===== src/rtl/vend_pkg.sv =====
// Shared types and constants for the vending controller: FSM states, item
// select codes, prices and coin values.
package vend_pkg;

    typedef enum logic [1:0] {
        IDLE  = 2'd0,
        VEND  = 2'd1,
        FAULT = 2'd2
    } state_t;

    typedef enum logic [1:0] {
        SEL_APPLE  = 2'd0,
        SEL_BANANA = 2'd1,
        SEL_CARROT = 2'd2,
        SEL_DATE   = 2'd3
    } item_sel_t;

    localparam logic [7:0] PRICE_APPLE  = 8'd75;
    localparam logic [7:0] PRICE_BANANA = 8'd60;
    localparam logic [7:0] PRICE_CARROT = 8'd45;
    localparam logic [7:0] PRICE_DATE   = 8'd90;

    localparam logic [7:0] COIN5_VAL  = 8'd5;
    localparam logic [7:0] COIN10_VAL = 8'd10;
    localparam logic [7:0] COIN25_VAL = 8'd25;

    localparam logic [7:0] CREDIT_MAX = 8'd99;

    function automatic logic [7:0] price_of(input logic [1:0] sel);
        case (item_sel_t'(sel))
            SEL_APPLE:  return PRICE_APPLE;
            SEL_BANANA: return PRICE_BANANA;
            SEL_CARROT: return PRICE_CARROT;
            default:    return PRICE_DATE;
        endcase
    endfunction

endpackage


===== src/rtl/vending_controller_if.sv =====
// Coin/purchase inputs and dispense/credit outputs of the vending controller.
// CHANGE_RETURN_EN adds the change and change_valid signals.
interface vending_controller_if;
    logic       coin5;
    logic       coin10;
    logic       coin25;
    logic [1:0] sel;
    logic       buy;
    logic [7:0] credit;
    logic       apple;
    logic       banana;
    logic       carrot;
    logic       date;
    logic       error;
    logic       coin_reject;
`ifdef CHANGE_RETURN_EN
    logic [7:0] change;
    logic       change_valid;
`endif

    modport master (
        output coin5, coin10, coin25, sel, buy,
        input  credit, apple, banana, carrot, date, error, coin_reject
`ifdef CHANGE_RETURN_EN
        , input change, change_valid
`endif
    );

    modport slave (
        input  coin5, coin10, coin25, sel, buy,
        output credit, apple, banana, carrot, date, error, coin_reject
`ifdef CHANGE_RETURN_EN
        , output change, change_valid
`endif
    );
endinterface


===== src/rtl/vending_controller_hold_timer.sv =====
// Loadable down-counter shared by VEND and FAULT; done flags the last
// cycle of the hold window so the FSM exits on that edge.
module hold_timer #(
    parameter int HOLD_CYCLES = 4
) (
    input  logic clk,
    input  logic reset,
    input  logic load,
    output logic done
);
    logic [3:0] cnt;

    always_ff @(posedge clk or posedge reset) begin
        if (reset)           cnt <= 4'd0;
        else if (load)       cnt <= 4'(HOLD_CYCLES);
        else if (cnt != 4'd0) cnt <= cnt - 4'd1;
    end

    assign done = (cnt == 4'd1);
endmodule


===== src/rtl/vending_controller.sv =====
// Vending controller: coin credit accumulation, purchase FSM with timed
// dispense/error hold. Optional macro CHANGE_RETURN_EN returns change on VEND exit.
module vending_controller
    import vend_pkg::*;
#(
    parameter int HOLD_CYCLES = 4
) (
    input  logic clk,
    input  logic reset,
    vending_controller_if.slave bus
);
    state_t     state, state_nxt;
    logic [7:0] credit_q, credit_nxt;
    logic [3:0] item_q, item_nxt;
    logic       err_q, err_nxt;
    logic       rej_q, rej_nxt;
    logic       tmr_load, tmr_done;
    logic [1:0] coin_cnt;
    logic [7:0] coin_val;
    logic [7:0] price;
`ifdef CHANGE_RETURN_EN
    logic [7:0] chg_q, chg_nxt;
    logic       chg_vld_q, chg_vld_nxt;
`endif

    hold_timer #(.HOLD_CYCLES(HOLD_CYCLES)) u_hold (
        .clk  (clk),
        .reset(reset),
        .load (tmr_load),
        .done (tmr_done)
    );

    assign coin_cnt = 2'(bus.coin5) + 2'(bus.coin10) + 2'(bus.coin25);
    assign coin_val = bus.coin5  ? COIN5_VAL  :
                      bus.coin10 ? COIN10_VAL :
                      bus.coin25 ? COIN25_VAL : 8'd0;
    assign price    = price_of(bus.sel);

    always_ff @(posedge clk or posedge reset) begin
        if (reset) begin
            state     <= IDLE;
            credit_q  <= 8'd0;
            item_q    <= 4'd0;
            err_q     <= 1'b0;
            rej_q     <= 1'b0;
`ifdef CHANGE_RETURN_EN
            chg_q     <= 8'd0;
            chg_vld_q <= 1'b0;
`endif
        end else begin
            state     <= state_nxt;
            credit_q  <= credit_nxt;
            item_q    <= item_nxt;
            err_q     <= err_nxt;
            rej_q     <= rej_nxt;
`ifdef CHANGE_RETURN_EN
            chg_q     <= chg_nxt;
            chg_vld_q <= chg_vld_nxt;
`endif
        end
    end

    always_comb begin
        state_nxt  = state;
        credit_nxt = credit_q;
        item_nxt   = item_q;
        err_nxt    = err_q;
        rej_nxt    = 1'b0;
        tmr_load   = 1'b0;
`ifdef CHANGE_RETURN_EN
        chg_nxt     = chg_q;
        chg_vld_nxt = 1'b0;
`endif
        case (state)
            IDLE: begin
                if (coin_cnt > 2'd1) begin
                    rej_nxt   = 1'b1;
                    err_nxt   = 1'b1;
                    state_nxt = FAULT;
                    tmr_load  = 1'b1;
                end else if (bus.buy) begin
                    // Buy is judged on pre-coin credit; any coin alongside it is returned.
                    rej_nxt  = (coin_cnt != 2'd0);
                    tmr_load = 1'b1;
                    if (credit_q >= price) begin
                        credit_nxt = credit_q - price;
                        item_nxt   = 4'b0001 << bus.sel;
                        state_nxt  = VEND;
                    end else begin
                        err_nxt   = 1'b1;
                        state_nxt = FAULT;
                    end
                end else if (coin_cnt == 2'd1) begin
                    if (credit_q + coin_val <= CREDIT_MAX) credit_nxt = credit_q + coin_val;
                    else                                   rej_nxt    = 1'b1;
                end
            end
            VEND: begin
                rej_nxt = (coin_cnt != 2'd0);
                if (tmr_done) begin
                    item_nxt  = 4'd0;
                    state_nxt = IDLE;
`ifdef CHANGE_RETURN_EN
                    chg_nxt     = credit_q;
                    chg_vld_nxt = 1'b1;
                    credit_nxt  = 8'd0;
`endif
                end
            end
            FAULT: begin
                rej_nxt = (coin_cnt != 2'd0);
                if (tmr_done) begin
                    err_nxt   = 1'b0;
                    state_nxt = IDLE;
                end
            end
            default: state_nxt = IDLE;
        endcase
    end

    assign bus.credit      = credit_q;
    assign bus.apple       = item_q[0];
    assign bus.banana      = item_q[1];
    assign bus.carrot      = item_q[2];
    assign bus.date        = item_q[3];
    assign bus.error       = err_q;
    assign bus.coin_reject = rej_q;
`ifdef CHANGE_RETURN_EN
    assign bus.change       = chg_q;
    assign bus.change_valid = chg_vld_q;
`endif
endmodule


===== src/flat_wrapper.sv =====
// flat-port wrapper written by rule: the top's interface ports become plain ports
module vending_controller_flat import vend_pkg::*;
#(
    parameter int HOLD_CYCLES = 4
)
  (clk, reset, bus_coin5, bus_coin10, bus_coin25, bus_sel, bus_buy, bus_credit, bus_apple, bus_banana, bus_carrot, bus_date, bus_error, bus_coin_reject);
  vending_controller_if bus_i ();
  input  logic clk;
  input  logic reset;
  input wire logic [$bits(bus_i.coin5)-1:0] bus_coin5;
  input wire logic [$bits(bus_i.coin10)-1:0] bus_coin10;
  input wire logic [$bits(bus_i.coin25)-1:0] bus_coin25;
  input wire logic [$bits(bus_i.sel)-1:0] bus_sel;
  input wire logic [$bits(bus_i.buy)-1:0] bus_buy;
  output wire logic [$bits(bus_i.credit)-1:0] bus_credit;
  output wire logic [$bits(bus_i.apple)-1:0] bus_apple;
  output wire logic [$bits(bus_i.banana)-1:0] bus_banana;
  output wire logic [$bits(bus_i.carrot)-1:0] bus_carrot;
  output wire logic [$bits(bus_i.date)-1:0] bus_date;
  output wire logic [$bits(bus_i.error)-1:0] bus_error;
  output wire logic [$bits(bus_i.coin_reject)-1:0] bus_coin_reject;
  assign bus_i.coin5 = bus_coin5;
  assign bus_i.coin10 = bus_coin10;
  assign bus_i.coin25 = bus_coin25;
  assign bus_i.sel = bus_sel;
  assign bus_i.buy = bus_buy;
  assign bus_credit = bus_i.credit;
  assign bus_apple = bus_i.apple;
  assign bus_banana = bus_i.banana;
  assign bus_carrot = bus_i.carrot;
  assign bus_date = bus_i.date;
  assign bus_error = bus_i.error;
  assign bus_coin_reject = bus_i.coin_reject;
  vending_controller #(.HOLD_CYCLES(HOLD_CYCLES)) u_core (.clk(clk), .reset(reset), .bus(bus_i));
endmodule

===== config.mk =====
export PLATFORM = sky130hd
export DESIGN_NAME = vending_controller_flat
export DESIGN_NICKNAME = d
export VERILOG_FILES = /design/src/rtl/vend_pkg.sv /design/src/rtl/vending_controller_if.sv /design/src/rtl/vending_controller_hold_timer.sv /design/src/rtl/vending_controller.sv /design/src/flat_wrapper.sv
export SDC_FILE = /design/constraint.sdc
export NUM_CORES = 1
export LEC_CHECK = 0
export ABC_AREA = 0
export CORE_UTILIZATION = 55
export CTS_CLUSTER_DIAMETER = 120
export DETAILED_ROUTE_END_ITERATION = 6
export GPL_TIMING_DRIVEN = 0
export PLACE_DENSITY = 0.88
export SLEW_MARGIN = 20
export SYNTH_ARGS = -nofsm -noshare
export SYNTH_HDL_FRONTEND = slang
export SYNTH_SLANG_ARGS = --single-unit

===== constraint.sdc =====
create_clock -name clk -period 4.1 [get_ports clk]
set_clock_uncertainty 0.2 [all_clocks]
set_input_delay 0.41 -clock clk [delete_from_list [all_inputs] [get_ports clk]]
set_output_delay 0.41 -clock clk [all_outputs]
set_load 0.05 [all_outputs]

**Yosys cells after proc, flatten, opt, wreduce, memory -nomap -nowiden**

Index checks and enable logic that the tools add are counted.

- Memory bits (read-only): 0
- Word-level logic and storage cells: 78
- Input bits: 8
- Memory bits (writable): 0
- Memories kept: 0
- Latch bits: 0
- Register bits: 20

- Muxes and demuxes: 33
- Divide/modulo/power cells: 0
- Add/sub/neg operators: 5
- Order comparisons: 3
- Bitwise gates (word level): 1
- Shift-type cells: 1
- Reductions and logical operators: 14
- Multiply operators: 0
- Eq/ne operators: 15

Operator list:

| cell | number |
|---|---|
| $mux W8 | 6 |
| $mux W4 | 6 |
| $pmux W7 S3 | 1 |
| $reduce_bool A2 Y1 | 6 |
| $mux W1 | 11 |
| $ne A2 B1 Y1 const B | 5 |
| $reduce_and A5 Y1 | 2 |
| $add A8 B8 Y8 | 1 |
| $ge A8 B7 Y1 | 1 |
| $le A8 B7 Y1 const B | 1 |
| $mux W2 | 4 |
| $pmux W4 S2 | 1 |
| $sub A8 B7 Y8 | 1 |
| $eq A2 B1 Y1 const B | 3 |
| $ne A3 B2 Y1 const B | 2 |
| $mux W5 | 1 |
| $eq A2 B2 Y1 const B | 2 |
| $eq A4 B1 Y1 const B | 1 |
| $logic_not A2 Y1 | 2 |
| $ne A2 B2 Y1 const B | 2 |
| $pmux W1 S2 | 2 |
| $pmux W2 S2 | 1 |
| $reduce_and A4 Y1 | 1 |
| $reduce_bool A4 Y1 | 1 |
| 8 further kinds | 8 |

**Logic depth before layout (Yosys ltp)**

- Word-level depth: 10
- Depth in mapped cells: 10

**Modules after synthesis**

Synthesis repeated with hierarchy kept, for this count alone.

- Cells, all modules: 225
- Area, all modules: 1,993.2 µm²

Modules (own cells, without submodules):

| module | seq. area each (µm²) | area each (µm²) | instances | cells each |
|---|---|---|---|---|
| vending_controller | 400.4 | 1,726.7 | 1 | 199 |
| hold_timer | 100.1 | 266.5 | 1 | 26 |

**Least setup slack after synthesis**

No wires, ideal clock.

- Path kind: register -> register
- From: register u_core.credit_q[0], in the netlist u_core.bus.credit[0]
- To: register u_core.credit_q[6], in the netlist u_core.bus.credit[6]
- Path buffers: 0
- Setup time: 0.086 ns
- Stages on the path, launching flop included: 9
- Arrival time: 2.668 ns
- Path slack: 1.146 ns
- Cell sequence: dfrtp_1 ha_1 fa_1 a21o_1 a21oi_1 xor2_1 a32oi_4 or3_2 a32oi_1

- Word-level cells in the longest chain between the ends: 4
- Elaborated cells on any way between the ends: 11

RTL lines:

| item | line | source |
|---|---|---|
| from (decl) | vending_controller.sv:13 | `logic [7:0] credit_q, credit_nxt;` |
| from (signal assigned) | vending_controller.sv:52 | `credit_q <= credit_nxt;` |
| $add A8 B8 Y8 | vending_controller.sv:94 | `if (credit_q + coin_val <= CREDIT_MAX) credit_nxt = credit_q + coin_val;` |
| $le A8 B7 Y1 or $mux W8 (tied branches) | vending_controller.sv:94 |  |
| $reduce_bool A2 Y1 (no source line) or $mux W8 (tied branches) | - |  |
| $reduce_and A5 Y1 (no source line) or $mux W8 (tied branches) | - |  |

Several ways; a longest one is shown, not always the timed one. The select of a mux whose other input is x is not followed.
A chain may end at the register's enable or synchronous reset.

**Worst setup path after layout**

- From: input bus_sel[0]
- To: register u_core.credit_q[2], in the netlist u_core.bus.credit[2]

- Word-level cells in the longest chain between the ends: 5
- Elaborated cells on any way between the ends: 10

RTL lines:

| item | line | source |
|---|---|---|
| from (decl) | flat_wrapper.sv:13 | `input wire logic [$bits(bus_i.sel)-1:0] bus_sel;` |
| $eq A2 B2 Y1, or another cell as far along | vend_pkg.sv:30 | `case (item_sel_t'(sel))` |
| $pmux W7 S3 (*) | vend_pkg.sv:30 |  |
| $ge A8 B7 Y1 or $sub A8 B7 Y8 (tied branches) | vending_controller.sv:85, vending_controller.sv:86 |  |
| $ne A2 B1 Y1 (no source line) or $mux W8 (tied branches) | - |  |
| $reduce_and A5 Y1 (no source line) or $mux W8 (tied branches) | - |  |

Mark *: on every way between the ends. The rest lies on a longest branch, timed or not. The select of a mux whose other input is x is not followed.

==> summary.txt <==
IO Count - 22
Die ar. - 3605 µm²
Critical R2R Capture - u_core.bus.credit[2]
Vias - 1609
Core Util, Final - 69.08%
Root Buffer - clkbuf_4
Mapped Area - 1853 µm²
Antenna Nets Post-Route - 0
Inst Count DP - 272
CP Launch Type - input pin
Post-synth top flop - dfrtp_1
Buffers from clock root to sink, at most - 2
Worst Path Class, Setup - in2reg
Largest family of logic cells by synthesized area - compound AO/OA/AOI/OAI gates
Clock-pin slew on the worst setup and hold paths - 0.12 ns
Met2 WL - 1.934 mm
Critical Path RT - 4.11 ns
Fmax - 297.1 MHz
Highest Signal Layer - met4
Port Buf Inserts - 20
Adder-cell area share of the yosys netlist - 18.10%
# DRC - 0
Synth Warn # - 0
Starting Density - 59.24%
Global-route wire length before repair - 6.762 mm
H-tree levels - 1
Least-Margin Pin Slew - 0.7804 ns
Syn nets - 241
Post-synthesis compound-gate area fraction - 24.92%
Avg Synthesized Cell Area - 8.909 µm²
GR Overflow Total - 0
Final wirelength - 4.104 mm
M1 wire length - 1.939 mm
Slew headroom - 47.92%
Register area share after synthesis - 27.01%
Total track usage - 25.22%
Final non-filler cell total - 276
Worst vdd ir - 0.4952 mV
CP endpoint kind - flip-flop
Share of cells above drive strength 1 - 6.466%
#FFs+latches synth - 20
Count of cell types in the netlist - 49
Setup ws final - 0.7344 ns
Num Clock Sinks - 20
Critical-path maximum fanout - 10
Chip height - 60.05 µm
RSZ-0062 raised after global routing - no
HP Class - in2reg
Routed vias/inst - 5.830
Worst Hold Depth - 2
Crit path DAT - 3.37 ns
Post-CTS Resized - 0
Final hold violations - 0
Final setup TNS - 0 ns
Cts hold-fix bufs - 0
Postcts setup bufs - 0
Worst R2R Path Depth - 10
Period minus WS final - 3.366 ns
Reg2reg start - u_core.bus.credit[0]
Clock Latency Late Sink - 0.30 ns
Placer Congestion - 0.8824
Largest net degree at the start of global routing - 21
PD cells - 862.5 nW/µm²
LEAKAGE - 0.9748 nW
Met3 wire len - 199 µm
Xor/xnor share of the synthesized area - 3.781%
Finish-stage setup viols - 0
CTS tree - done
Die X - 60.05 µm
Area growth syn-to-layout - 16.61%
Status - complete, no violations
DR pass1 iterations - 4
FFs w/ async S/R, synth - 100.0%
DR iter-0 viols - 116
Core area - 3128 µm²
Hold EP - u_core.bus.credit[5]
Initial antenna violation count - 0
Final period utilization - 82.09%
Cts bufs inserted - 3
Wire length per cell - 14.87 µm
Post-synth EDFFs - 0
Vias in the first global route - 1516
Mux contribution to synthesized area - 4.051%
Number of nets in the layout - 266
Dpl hpwl - 3.212 mm
Max Cap Viol - 0
Pins Over Slew Limit - 0
Cell count after synthesis - 208
Antenna Cells - 0
Hold_sp - bus_buy
Simple-gate share of the synthesized area - 17.62%
DP Worst Slack - 0.4432 ns
Row cnt - 20
R2r setup slk - 1.18 ns
stage by stage:
stage | hold WS [ns] | power [mW] | area (µm²)
2_1_floorplan | 0.1738 | 1.366 | 1853
3_3_place_gp | 0.3004 | 1.664 | 2108
3_5_place_dp | 0.3025 | 1.690 | 2108
4_1_cts | 0.1181 | 1.858 | 2161
5_1_grt | 0.1198 | 2.011 | 2161
6_report | 0.1175 | 1.864 | 2161
synth_stat cells (2+ instances only):
library cell  number  area share (%)
mux2i_1            6             3.2
fa_1               3             3.2
o22ai_1            3             1.0
nor2b_1            3             1.0
xnor2_1            3             1.4
inv_1             17             3.4
o221ai_1           2            0.95
dfrtp_1           20              27
nor4_1             3             1.0
ha_1              22              15
a2bb2oi_1          2            0.95
a21o_1             3             1.2
nand3_1            8             2.2
a211oi_1           3             1.2
a21oi_1           15             4.1
or3_2              2            0.81
nor3_1             5             1.4
nand2b_1           4             1.4
xor2_1             5             2.4
o211a_1            2             1.1
a31oi_1            2            0.68
o21a_1             4             1.6
o2bb2ai_1          4             1.9
o21ai_0           11             3.0
o21bai_1           2            0.81
nand2_1           13             2.6
o211ai_1           3             1.2
nor2_1            17             3.4
report_power, final:
| part | internal [mW] | switching, mW | total [mW] |
|---|---|---|---|
| Clock | 0.0988 | 0.0641 | 0.163 |
| Combinational | 0.505 | 0.803 | 1.31 |
| Sequential | 0.290 | 0.103 | 0.393 |
final cells by class:
| cell class | instances | area [µm²] |
|---|---|---|
| plain buffers | 3 | 20.02 |
| fillers | 255 | 967.2 |
| well taps | 44 | 55.05 |
| repair buffers | 20 | 200.2 |
| clock buffers | 3 | 22.52 |
| multi-input cells | 168 | 1269 |
| clock inverters | 1 | 30.03 |
| flip-flops and latches | 20 | 500.5 |
| inverters | 17 | 63.81 |
logic make-up after synthesis:
family	after synthesis
flops	20
buf+inv	20
mux	7
compound gates	64
fa+ha+maj	25
simple gates	64
xor+xnor	8
state kept, by name, indices dropped and copies added, names as in the netlist:
register and count:
u_core.state 2, u_core.bus.credit 8, u_core.bus.coin_reject 1, u_core.item_q 4, u_core.u_hold.cnt 4, u_core.bus.error 1
how the worst max path moves through the flow:
stage                               startpoint                   end  cells past startpoint
after floorplan           u_core.bus.credit[0]  u_core.bus.credit[6]                      8
after global placement              bus_sel[0]  u_core.bus.credit[2]                     10
after detailed placement            bus_sel[0]  u_core.bus.credit[2]                     10
after CTS                           bus_sel[0]  u_core.bus.credit[2]                     10
after global routing                bus_sel[0]  u_core.bus.credit[2]                     10
final                               bus_sel[0]  u_core.bus.credit[2]                     10
layout by cell type (no fill, tap or decap), types with 2 or more instances in the layout:
master,count
o221ai_1,2
nor3_1,5
o211a_1,2
xor2_1,5
nor2b_1,3
nor4_1,3
a211oi_1,3
a31oi_1,2
clkbuf_4,3
o2bb2ai_1,4
mux2i_1,6
nand2b_1,4
nor2_1,17
dfrtp_1,20
a2bb2oi_1,2
o22ai_1,3
xnor2_1,3
a21o_1,3
a21oi_1,15
o21bai_1,2
o21ai_0,11
nand3_1,8
o21a_1,4
o211ai_1,3
ha_1,22
or3_2,2
inv_1,17
nand2_1,13
clkdlybuf4s50_1,20
fa_1,3
critical path, cell delays in order:
cell and delay, ns:
clkdlybuf4s50_1 0.51, inv_1 0.11, ha_1 0.39, fa_1 0.47, a211oi_1 0.21, o21bai_1 0.14
a311o_1 0.41, nand3_2 0.27, o21ai_4 0.15, mux2_4 0.31
layer usage:
layer	up-vias	track usage, %
met5	-	0
met4	0	6.312
met3	4	4.978
met2	47	41.75
met1	748	33.65
li1	810	-
Note: power is estimated with default switching activity, not from simulation.
